## src/rtl/acondicionador_entradas.sv

```systemverilog
// Two-channel button conditioner: 2-flop synchronizer, per-channel debounce FSM, registered outputs.
// Define ACONDICIONADOR_PULSO_EN to enable rising-edge pulses on pulso_A/pulso_B (tied to 0 otherwise).
module acondicionador_entradas #(
    parameter int DEBOUNCE_CYCLES = 4
) (
    input  logic clk,
    input  logic rst_n,
    input  logic boton_A,
    input  logic boton_B,
    output logic entrada_A,
    output logic entrada_B,
    output logic pulso_A,
    output logic pulso_B,
    output logic estable
);

    typedef enum logic {
        ESTABLE  = 1'b0,
        CONTANDO = 1'b1
    } estado_t;

    localparam logic [15:0] LIMITE = 16'(DEBOUNCE_CYCLES);

    // Index 0 is channel A, index 1 is channel B throughout.
    logic [1:0]  sync_1;
    logic [1:0]  sync_2;
    estado_t     estado      [2];
    estado_t     estado_next [2];
    logic [15:0] cuenta      [2];
    logic [15:0] cuenta_next [2];
    logic [1:0]  salida;
    logic [1:0]  salida_next;
    logic        estable_q;
    logic        estable_next;

    always_ff @(posedge clk or negedge rst_n) begin
        if (!rst_n) begin
            sync_1 <= 2'b00;
            sync_2 <= 2'b00;
        end else begin
            sync_1 <= {boton_B, boton_A};
            sync_2 <= sync_1;
        end
    end

    always_ff @(posedge clk or negedge rst_n) begin
        if (!rst_n) begin
            estado[0] <= ESTABLE;
            estado[1] <= ESTABLE;
            cuenta[0] <= 16'd0;
            cuenta[1] <= 16'd0;
            salida    <= 2'b00;
            estable_q <= 1'b1;
        end else begin
            estado[0] <= estado_next[0];
            estado[1] <= estado_next[1];
            cuenta[0] <= cuenta_next[0];
            cuenta[1] <= cuenta_next[1];
            salida    <= salida_next;
            estable_q <= estable_next;
        end
    end

    // The count holds at most DEBOUNCE_CYCLES-1; the edge that would reach the limit toggles instead.
    always_comb begin
        for (int i = 0; i < 2; i++) begin
            estado_next[i] = estado[i];
            cuenta_next[i] = cuenta[i];
            salida_next[i] = salida[i];
            case (estado[i])
                ESTABLE: begin
                    if (sync_2[i] != salida[i]) begin
                        estado_next[i] = CONTANDO;
                        cuenta_next[i] = 16'd1;
                    end else begin
                        cuenta_next[i] = 16'd0;
                    end
                end
                CONTANDO: begin
                    if (sync_2[i] == salida[i]) begin
                        estado_next[i] = ESTABLE;
                        cuenta_next[i] = 16'd0;
                    end else if (cuenta[i] + 16'd1 >= LIMITE) begin
                        estado_next[i] = ESTABLE;
                        cuenta_next[i] = 16'd0;
                        salida_next[i] = ~salida[i];
                    end else begin
                        cuenta_next[i] = cuenta[i] + 16'd1;
                    end
                end
                default: begin
                    estado_next[i] = ESTABLE;
                    cuenta_next[i] = 16'd0;
                end
            endcase
        end
    end

    always_comb begin
        estable_next = (estado_next[0] == ESTABLE) && (estado_next[1] == ESTABLE);
    end

    assign entrada_A = salida[0];
    assign entrada_B = salida[1];
    assign estable   = estable_q;

`ifdef ACONDICIONADOR_PULSO_EN
    logic [1:0] pulso_q;
    logic [1:0] pulso_next;

    always_comb begin
        pulso_next = salida_next & ~salida;
    end

    always_ff @(posedge clk or negedge rst_n) begin
        if (!rst_n) begin
            pulso_q <= 2'b00;
        end else begin
            pulso_q <= pulso_next;
        end
    end

    assign pulso_A = pulso_q[0];
    assign pulso_B = pulso_q[1];
`else
    assign pulso_A = 1'b0;
    assign pulso_B = 1'b0;
`endif

endmodule

```

## config.mk

```make
export PLATFORM = sky130hd
export DESIGN_NAME = acondicionador_entradas
export DESIGN_NICKNAME = d
export VERILOG_FILES = /design/src/rtl/acondicionador_entradas.sv
export SDC_FILE = /design/constraint.sdc
export NUM_CORES = 1
export LEC_CHECK = 0
export ABC_AREA = 1
export CAP_MARGIN = 20
export CORE_MARGIN = 2
export CORE_UTILIZATION = 25
export CTS_CLUSTER_SIZE = 28
export DETAILED_ROUTE_END_ITERATION = 10
export SLEW_MARGIN = 25
export SYNTH_ARGS = -nofsm -noshare
export SYNTH_HDL_FRONTEND = slang
export SYNTH_SLANG_ARGS = --single-unit
```

## constraint.sdc

```tcl
create_clock -name clk -period 2 [get_ports clk]
set_input_delay 0.4 -clock clk [delete_from_list [all_inputs] [get_ports clk]]
set_output_delay 0.4 -clock clk [all_outputs]
set_load 0.02 [all_outputs]
```

==> flow_summary.yaml <==
run_status:
  status: "finished clean"
worst_setup_path:
  cp-end-kind: "primary output"
  critPathMaxStageDelay_ns: 0.59
  critical_path.n_buffers_inverters: 1
  arrival_ns: 1.41
  endpoint: "estable"
  rr_worst_depth: 10
  kind_of_cell_adding_the_most_delay_to_the_critical_path: "buffers and inverters"
  crit_path_start: "estable"
  peak_fanout_along_the_critical_path: 1
  timing.critical_path.slowest_stage_cell: "clkdlybuf4s50_1"
  critPathRequiredTime_ns: 1.60
  timing.critical_path.depth: 1
  r2r_end: "estable"
  startpoint_type: "flop"
  timing_worst_setup_path_type: "reg2out"
  reg2reg_start: "cuenta[0]"
  timing.critical_path.cells: "clkdlybuf4s50_1"
  setup.reg_to_reg.worst_slack_ns: 0.23
yosys:
  ys_dominant_reg_cell: "dfrtp_1"
  synth.avg_cell_area_um2: 7.75
  synthCells: 278
  synthDistinctLibCells: 22
  synth_top_area_cell: "dfrtp_1"
  synthMostInstantiatedCell: "nand2_1"
  synth.area.top_cells: "dfrtp_1 46%, nand2_1 16%, inv_1 6.1%, nand3_1 5.8%, nor2_1 5.0%"
  yosys-top-cells-count: "93 x nand2_1, 40 x dfrtp_1, 35 x inv_1"
  synth-seq-cells: 41
  number_of_enable_flip_flop_cells_after_synthesis: 0
  synthesis.yosys.warnings: 0
  async_reset_ff_frac: 1.00
  synth-seq-area-share: 0.476
  syn_area_um2: 2160
  yosysTopAreaCellShare: 0.464
sta:
  final_max_slew_viol_count: 0
  timing.final.hold_violations: 0
  final.setup_skew_ns: 0.0104
  setup_viol_count_final: 0
  final.period_utilization: 0.905
  achievable-frequency_mhz: 552
  setup_tns_ns: 0
  setup_repair_after_global_routing_missed_its_margin: "no"
  min_period_ns: 1.81
placed_design:
  detailedPlacementHpwl_um: 2850
  placed_cells_incl_taps: 416
  io_buffer_count: 6
  routabilityCongestion: 0.823
  postPlaceCellArea_um2: 2450
clocking:
  cts_tree: "built"
  cts_sinks: 41
  numCtsBuffers: 5
  ctsHtreeMaxLevel: 2
  cts_hold_buf: 0
  worst_skew_pair.late_latency_ns: 0.30
  cts_post_setup_buffers_inserted: 0
  root_buffer: "clkbuf_8"
  worst_setup_hold_path_clk_slew_ns: 0.08
  clockBufferDepth: 2
global_routing:
  grt_start_max_net_pins: 23
  globalRoute.totalOverflow: 0
  first_global_vias: 1633
  wire_length_of_the_first_global_routing_pass_um: 6820
  grtUsageTotal: 0.0870
  initial_antenna_violation_count: 0
detailed_routing:
  drt_iter0_markers: 70
  drt_pass1_iterations: 4
  avgViaCountPerCell: 4.05
  routed_wire_length_per_instance_um: 8.46
  vias: 1718
  drc_violations_left: 0
  detail-route-antenna-nets: 0
  drt_wl_total_um: 3590
floorplan:
  design.core.area_um2: 8300
  die-width_um: 96.9
  ios: 9
  floorplan.die_area_um2: 9380
  std_cell_rows: 33
  effective_utilization_at_floorplan: 0.260
  die-height_um: 96.9
hold_path:
  worst_hold_path_type: "in2async"
layout:
  final_net_count: 324
  areaGrowthSynthToFinish_pct: 19.0
  postLayoutCellArea_um2: 2570
  layoutNonFillerInstCount: 424
  diodes: 0
  drive_gt1_frac: 0.103
  final_design_utilization: 0.309
power:
  p_per_area_nw_per_um2: 822
  maximum_vdd_drop_mv: 0.557
  leakage_nw: 1.24
  totalPowerFinal_mw: 2.11
run:
  max-cap-violations: 0
## layout by cell type (no fill, tap or decap), drive strengths merged, types with 2 or more instances in the layout
cell | synthesis | layout
o21bai | 5 | 5
xnor2 | 3 | 3
clkinv | 1 | 2
ha | 2 | 2
nand3b | 3 | 3
buf | 3 | 2
o21ai | 3 | 3
clkbuf | 0 | 5
dfrtp | 40 | 40
nand3 | 28 | 28
nor2 | 40 | 40
nand4 | 12 | 12
nand2 | 98 | 98
clkdlybuf4s50 | 0 | 5
conb | 1 | 30
xor2 | 2 | 2
inv | 35 | 35
## flip-flops by register name (all words and copies together) (netlist names)
name and cells:
cuenta 32, sync_1 2, salida 2, estable 1, estado 2, sync_2 2
## logic make-up after synthesis
logic type,after synthesis,share of synthesized area
adders and majority gates,2,0.0116
AOI/OAI and AO/OA,8,0.0261
and+or+nand+nor,182,0.391
buffers and inverters,39,0.0731
xor gates and xnor gates,5,0.0203
other,1,0.00174
DFF,41,0.476
## power by group
part,leakage (nW),switching [mW],internal (mW),total (mW)
sequential,0.486,0.0963,0.938,1.03
combinational,0.702,0.232,0.178,0.410
clock,0.0543,0.291,0.373,0.664
## timing repair
item / in CTS / in global routing
endpoints found under the setup margin: 0 / 1
resized for setup: 0 / 1
endpoints found under the hold margin: 0 / 0
## layer usage
metal  vias up  wire length [um]  track usage
met2        26              1760        0.144
met3         4               140       0.0311
met5         -                 0            0
met4         0                31       0.0228
met1       766              1660        0.108
li1        922                 -            -
## area by class of cell
cell class              instances  area (um^2)
clock inverters                 3         46.3
well taps                     105          131
multi-input cells             227         1080
flip-flops and latches         41         1030
repair buffers                  7         75.1
fillers                       873         5730
clock buffers                   5         68.8
inverters                      36          135
## through the flow
stage | setup WS [ns] | hold slack, ns
global route | 0.0192 | 0.0752
global placement | 0.241 | 0.334
detailed placement | 0.219 | 0.342
CTS | 0.175 | 0.0580
floorplan | 0.444 | 0.104
finish | 0.189 | 0.0391
## how the worst min path moves through the flow
stage / slack (ns) / from / endpoint
6_report: 0.04 / rst_n / cuenta[5]
5_1_grt: 0.08 / rst_n / cuenta[5]
4_1_cts: 0.06 / rst_n / salida[1]
3_5_place_dp: 0.34 / sync_1[1] / sync_2[1]
3_3_place_gp: 0.33 / sync_1[0] / sync_2[0]
2_1_floorplan: 0.10 / rst_n / cuenta[0]
No activity file was read; power rests on OpenSTA's default activity.
